===== src/rtl/midi_pkg.sv =====
// Shared MIDI constants, widths and the parser state encoding used by the voice
// allocator and its voice picker.
package midi_pkg;

  localparam logic [3:0] MIDI_NOTE_OFF = 4'h8;
  localparam logic [3:0] MIDI_NOTE_ON  = 4'h9;
  localparam logic [7:0] MIDI_RT_MIN   = 8'hF8;

  localparam int NOTE_W = 7;
  localparam int VEL_W  = 7;
  localparam int AGE_W  = 4;

  typedef enum logic [1:0] {
    ST_IDLE  = 2'd0,
    ST_DATA1 = 2'd1,
    ST_DATA2 = 2'd2,
    ST_ALLOC = 2'd3
  } parse_state_e;

endpackage


===== src/rtl/voice_picker.sv =====
// Combinational voice choice for a Note-On: retrigger a gated voice holding the same
// note, else the lowest free voice, else the oldest voice (lowest index on age ties).
module voice_picker
  import midi_pkg::*;
#(
  parameter int NUM_VOICES = 8
) (
  input  logic [NUM_VOICES-1:0]        gate_i,
  input  logic [NOTE_W*NUM_VOICES-1:0] notes_i,
  input  logic [AGE_W*NUM_VOICES-1:0]  ages_i,
  input  logic [NOTE_W-1:0]            note_i,
  output logic [NUM_VOICES-1:0]        sel_o,
  output logic                         hit_o
);

  localparam logic [NUM_VOICES-1:0] ONE = {{(NUM_VOICES-1){1'b0}}, 1'b1};

  logic [NUM_VOICES-1:0] match;
  logic [NUM_VOICES-1:0] free;
  logic [NUM_VOICES-1:0] steal;
  logic [AGE_W-1:0]      best_age;

  for (genvar gi = 0; gi < NUM_VOICES; gi++) begin : g_cmp
    assign match[gi] = gate_i[gi] && (notes_i[gi*NOTE_W +: NOTE_W] == note_i);
  end

  assign free  = ~gate_i;
  assign hit_o = |match;

  // Strict '>' keeps the earliest voice among equally old candidates.
  always_comb begin
    steal    = ONE;
    best_age = ages_i[AGE_W-1:0];
    for (int i = 1; i < NUM_VOICES; i++) begin
      if (ages_i[i*AGE_W +: AGE_W] > best_age) begin
        best_age = ages_i[i*AGE_W +: AGE_W];
        steal    = ONE << i;
      end
    end
  end

  // x & (~x + 1) isolates the lowest set bit, giving a one-hot select.
  always_comb begin
    if (hit_o) begin
      sel_o = match & (~match + ONE);
    end else if (|free) begin
      sel_o = free & (~free + ONE);
    end else begin
      sel_o = steal;
    end
  end

endmodule


===== src/rtl/midi_voice_allocator.sv =====
// MIDI Note-On/Note-Off parser with running status feeding a polyphonic voice
// allocator; drives per-voice note, velocity, gate and a one-cycle retrigger pulse.
module midi_voice_allocator
  import midi_pkg::*;
#(
  parameter int NUM_VOICES = 8,
  parameter int OMNI       = 1,
  parameter int CHANNEL    = 0
) (
  input  logic                         clk,
  input  logic                         nreset,
  input  logic                         rx_valid,
  input  logic [7:0]                   rx_data,
  output logic                         rx_ready,
  output logic [NOTE_W*NUM_VOICES-1:0] voice_note,
  output logic [VEL_W*NUM_VOICES-1:0]  voice_vel,
  output logic [NUM_VOICES-1:0]        voice_gate,
  output logic [NUM_VOICES-1:0]        voice_trig
);

  localparam logic [3:0]       CHAN    = 4'(CHANNEL);
  localparam logic [AGE_W-1:0] AGE_MAX = AGE_W'(NUM_VOICES - 1);

  parse_state_e       state_q;
  logic               on_q;
  logic [NOTE_W-1:0]  note_q;
  logic [VEL_W-1:0]   vel_q;
  logic               rx_ready_q;

  logic [NOTE_W-1:0]  vnote_q [NUM_VOICES];
  logic [VEL_W-1:0]   vvel_q  [NUM_VOICES];
  logic [AGE_W-1:0]   age_q   [NUM_VOICES];
  logic [NUM_VOICES-1:0] gate_q;
  logic [NUM_VOICES-1:0] trig_q;

  logic accept, is_rt, chan_ok, is_note_msg;
  logic alloc, is_off, hit;
  logic [NUM_VOICES-1:0]        sel;
  logic [NOTE_W*NUM_VOICES-1:0] note_flat;
  logic [AGE_W*NUM_VOICES-1:0]  age_flat;

  assign accept      = rx_valid && rx_ready_q;
  assign is_rt       = rx_data >= MIDI_RT_MIN;
  assign chan_ok     = (OMNI != 0) || (rx_data[3:0] == CHAN);
  assign is_note_msg = chan_ok &&
                       ((rx_data[7:4] == MIDI_NOTE_ON) || (rx_data[7:4] == MIDI_NOTE_OFF));

  // A status byte resyncs the parser from any state, so DATA1/DATA2 share IDLE's handling.
  always_ff @(posedge clk or negedge nreset) begin
    if (!nreset) begin
      state_q    <= ST_IDLE;
      on_q       <= 1'b0;
      note_q     <= '0;
      vel_q      <= '0;
      rx_ready_q <= 1'b0;
    end else begin
      rx_ready_q <= 1'b1;
      if (state_q == ST_ALLOC) begin
        state_q <= ST_DATA1;
      end else if (accept && !is_rt) begin
        if (rx_data[7]) begin
          if (is_note_msg) begin
            on_q    <= (rx_data[7:4] == MIDI_NOTE_ON);
            state_q <= ST_DATA1;
          end else begin
            state_q <= ST_IDLE;
          end
        end else if (state_q == ST_DATA1) begin
          note_q  <= rx_data[NOTE_W-1:0];
          state_q <= ST_DATA2;
        end else if (state_q == ST_DATA2) begin
          vel_q      <= rx_data[VEL_W-1:0];
          state_q    <= ST_ALLOC;
          rx_ready_q <= 1'b0;
        end
      end
    end
  end

  assign alloc  = (state_q == ST_ALLOC);
  assign is_off = !on_q || (vel_q == '0);

  for (genvar gi = 0; gi < NUM_VOICES; gi++) begin : g_flat
    assign note_flat[gi*NOTE_W +: NOTE_W] = vnote_q[gi];
    assign age_flat[gi*AGE_W +: AGE_W]    = age_q[gi];
    assign voice_vel[gi*VEL_W +: VEL_W]   = vvel_q[gi];
  end

  voice_picker #(
    .NUM_VOICES(NUM_VOICES)
  ) u_picker (
    .gate_i (gate_q),
    .notes_i(note_flat),
    .ages_i (age_flat),
    .note_i (note_q),
    .sel_o  (sel),
    .hit_o  (hit)
  );

  always_ff @(posedge clk or negedge nreset) begin
    if (!nreset) begin
      gate_q <= '0;
      trig_q <= '0;
      for (int i = 0; i < NUM_VOICES; i++) begin
        vnote_q[i] <= '0;
        vvel_q[i]  <= '0;
        age_q[i]   <= '0;
      end
    end else begin
      trig_q <= '0;
      if (alloc) begin
        for (int i = 0; i < NUM_VOICES; i++) begin
          if (is_off) begin
            if (gate_q[i] && (vnote_q[i] == note_q)) begin
              gate_q[i] <= 1'b0;
            end
          end else if (sel[i]) begin
            // A retrigger already holds this note; only velocity and envelope restart.
            if (!hit) begin
              vnote_q[i] <= note_q;
            end
            vvel_q[i] <= vel_q;
            gate_q[i] <= 1'b1;
            trig_q[i] <= 1'b1;
            age_q[i]  <= '0;
          end else if (age_q[i] != AGE_MAX) begin
            age_q[i] <= age_q[i] + 4'd1;
          end
        end
      end
    end
  end

  assign rx_ready   = rx_ready_q;
  assign voice_note = note_flat;
  assign voice_gate = gate_q;
  assign voice_trig = trig_q;

endmodule


===== config.mk =====
export PLATFORM = sky130hd
export DESIGN_NAME = midi_voice_allocator
export DESIGN_NICKNAME = d
export VERILOG_FILES = /design/src/rtl/midi_pkg.sv /design/src/rtl/voice_picker.sv /design/src/rtl/midi_voice_allocator.sv
export SDC_FILE = /design/constraint.sdc
export NUM_CORES = 1
export LEC_CHECK = 0
export ABC_AREA = 1
export BUFFER_PORTS_ARGS = -buffer_cell sky130_fd_sc_hd__buf_2
export CORE_MARGIN = 10
export CORE_UTILIZATION = 30
export DETAILED_ROUTE_END_ITERATION = 6
export RECOVER_POWER = 25
export SYNTH_ARGS = -nofsm -noshare
export SYNTH_HDL_FRONTEND = slang
export SYNTH_SLANG_ARGS = --single-unit

===== constraint.sdc =====
create_clock -name clk -period 10.6 [get_ports clk]
set_input_delay 2.12 -clock clk [delete_from_list [all_inputs] [get_ports clk]]
set_output_delay 2.12 -clock clk [all_outputs]
set_load 0.05 [all_outputs]

==> reports/qor.csv <==
metric,value,unit
outcome,"finished, violations left",
violations,"capacitance limit, slew limit",
drv_slew,102,
start_util,30.62,%
synthCells,1144,
yosys.area.top_type,dfrtp_1,
final_cell_mix,"331 x nand2_1, 178 x dfrtp_1, 133 x buf_2",
antenna_found_initial,0,
clock_latency,440,ps
cts.htree.levels,4,
grt_pass1_vias,8045,
clock-sinks,178,
clockBufferDepth,2,
die_w,197.4,um
grtUsageTotal,14.49,%
end_kind,flop,
period_share,86.80,%
synth.top_cell.area_share,47.18,%
finalSetupTns,0,ps
critical_path.max_fanout,20,
fillers,3208,
cp_common_cell,nand2_1,
cts_made_buffers,17,
synth_fp_nets,1191,
drt-initial-drc-count,521,
arrival,9520,ps
cts_root_buffer,clkbuf_16,
finClkSkew,15.91,ps
finalHoldViolations,0,
fp-row-count,64,
rsz0062_at_grt,no,
placed_area,10480,um2
post-route-min-period,9201,ps
globalRouteOverflowTotal,0,
numPortBuffers,139,
regArea,4454,um2
reg2reg_slack,1400,ps
slew_headroom,-280.1,%
num_vias,8192,
vias_per_cell,4.897,
cp_slowest_stage_delay,620,ps
drt-pass1-iter-count,5,
grt_max_degree,102,
cts_resized,0,
post_cts_buffers,0,
cts_tree,yes,
finalNetCount,1311,
ys.flop_type,dfrtp_1,
cp_slowest_cell,nand3_1,
setup_slack,1399,ps
drt-total-wl,28050,um
min_path_type,flop to flop,
pre_cts_ws,1482,ps
diodes,0,
cts_hold_buffers,0,
max_cap_violations,1,
drive_gt1_share,17.38,%
final_cell_area,11090,um2
setup_viol,0,
clkSlewWorstSetupHoldPaths,70,ps
hpwl,20640,um
synth-seq-cells,178,
gp_congestion,0.8817,
area_growth,17.44,%
startpoint_type,flop,
synth_area,9440,um2
multiInputGateArea,4299,um2
synth_edf_count,0,
timing_worst_setup_path_type,flop to flop,
grt_pass1_wl,44650,um
required,10920,ps
async_flop_share,100.0,%
ys_seq_area_share,47.18,%
tightest_slew,5701,ps
fp.dieH,197.4,um
max_freq,0.1087,GHz
wl_per_cell,16.77,um
postRouteAntennaNets,0,
whs,464.9,ps
ios,140,
ys_warn_count,0,
mostFrequentLayoutCell,nand2_1,
yosysUniqueCellTypes,42,
coreArea,30830,um2
drc,0,
dieArea,38960,um2
syn_avg_cell_area,8.252,um2
synth_area_leaders,"dfrtp_1 47%, nand2_1 13%, inv_1 4.9%, ha_1 4.8%, o21ai_0 4.7%",
## synthesized netlist by cell type (2+ instances only)
cell type	number
buf_2	10
or2_2	10
clkbuf_1	27
buf_6	3
o21ai_1	21
xor2_1	27
nor4_1	7
a31oi_1	5
nand3_2	5
a21oi_1	10
buf_1	3
o31ai_1	3
inv_1	123
nand3b_1	3
nand2_2	16
inv_2	6
nor2_2	2
ha_1	36
nand2_1	331
a21oi_4	3
o21bai_1	4
nand4_1	65
nor3_1	6
xnor2_1	35
nand3_1	63
o21ai_0	88
nor2_1	37
dfrtp_1	178
nand2_4	2
nand4_2	3
## registers in the layout, indices dropped and copies added (netlist names)
register    count
on_q            1
voice_gate      8
voice_trig      8
rx_ready        1
age_flat       32
state_q         2
voice_note     56
voice_vel      56
vel_q           7
note_q          7
## final cells by class
type / count / share of cell area, %
clock buffer: 19 / 3.995
clock inverter: 13 / 1.569
inverter: 130 / 4.401
multi-input combinational: 792 / 38.78
sequential: 178 / 40.18
tap: 396 / 4.469
timing repair buffer: 145 / 6.613
## worst max-delay path, delay by kind of cell (launching register included)
kind	cells	cell delay (ps)
DFF	1	420
buffers and inverters	9	550
adders and majority gates	7	2170
AOI/OAI and AO/OA	14	2370
and+or+nand+nor	30	3570
## per-stage QoR
stage	cells	utilization, %
final	1673	35.96
after global routing	1673	35.96
after CTS	1673	36.01
after detailed placement	1641	34.01
after global placement	1641	34.01
after floorplan	1144	-
## per-layer routing
layer  GRT usage [%]  vias to the layer above  part of all wire (%)
met2           24.25                      209                    49
met5               0                        -                     0
met3           3.475                       32                   5.5
met4           4.386                        0                   1.9
li1                -                     3981                     -
met1           18.11                     3970                    44
## final timing paths
path | startpoint | endpoint | depth (start not counted)
min | voice_vel[29]$_DFFE_PN0P_ | voice_vel[29]$_DFFE_PN0P_ | 2
min in group asynchronous | nreset | voice_note[16]$_DFFE_PN0P_ | 1
max | age_flat[2]$_DFFE_PN0P_ | age_flat[5]$_DFFE_PN0P_ | 60
max reg2reg | age_flat[2]$_DFFE_PN0P_ | age_flat[5]$_DFFE_PN0P_ | 60
max in group asynchronous | nreset | age_flat[5]$_DFFE_PN0P_ | 1
min reg2reg | voice_vel[29]$_DFFE_PN0P_ | voice_vel[29]$_DFFE_PN0P_ | 2
## kinds of logic (layout without fill, tap and decap cells)
| group | Yosys count | in the layout | synth area share [%] |
|---|---|---|---|
| adder cells (fa/ha/maj) | 36 | 36 | 4.771 |
| flip-flops | 178 | 178 | 47.18 |
| AND/OR/NAND/NOR | 553 | 553 | 26.59 |
| XOR/XNOR | 62 | 62 | 5.752 |
| buffers and inverters | 174 | 307 | 7.329 |
| multiplexers | 1 | 1 | 0.1193 |
| AO/OA/AOI/OAI | 140 | 140 | 8.257 |
Power is left out: the tool's default activity adds up to more than one toggle a clock period on the data nets, which glitch-free logic cannot reach.
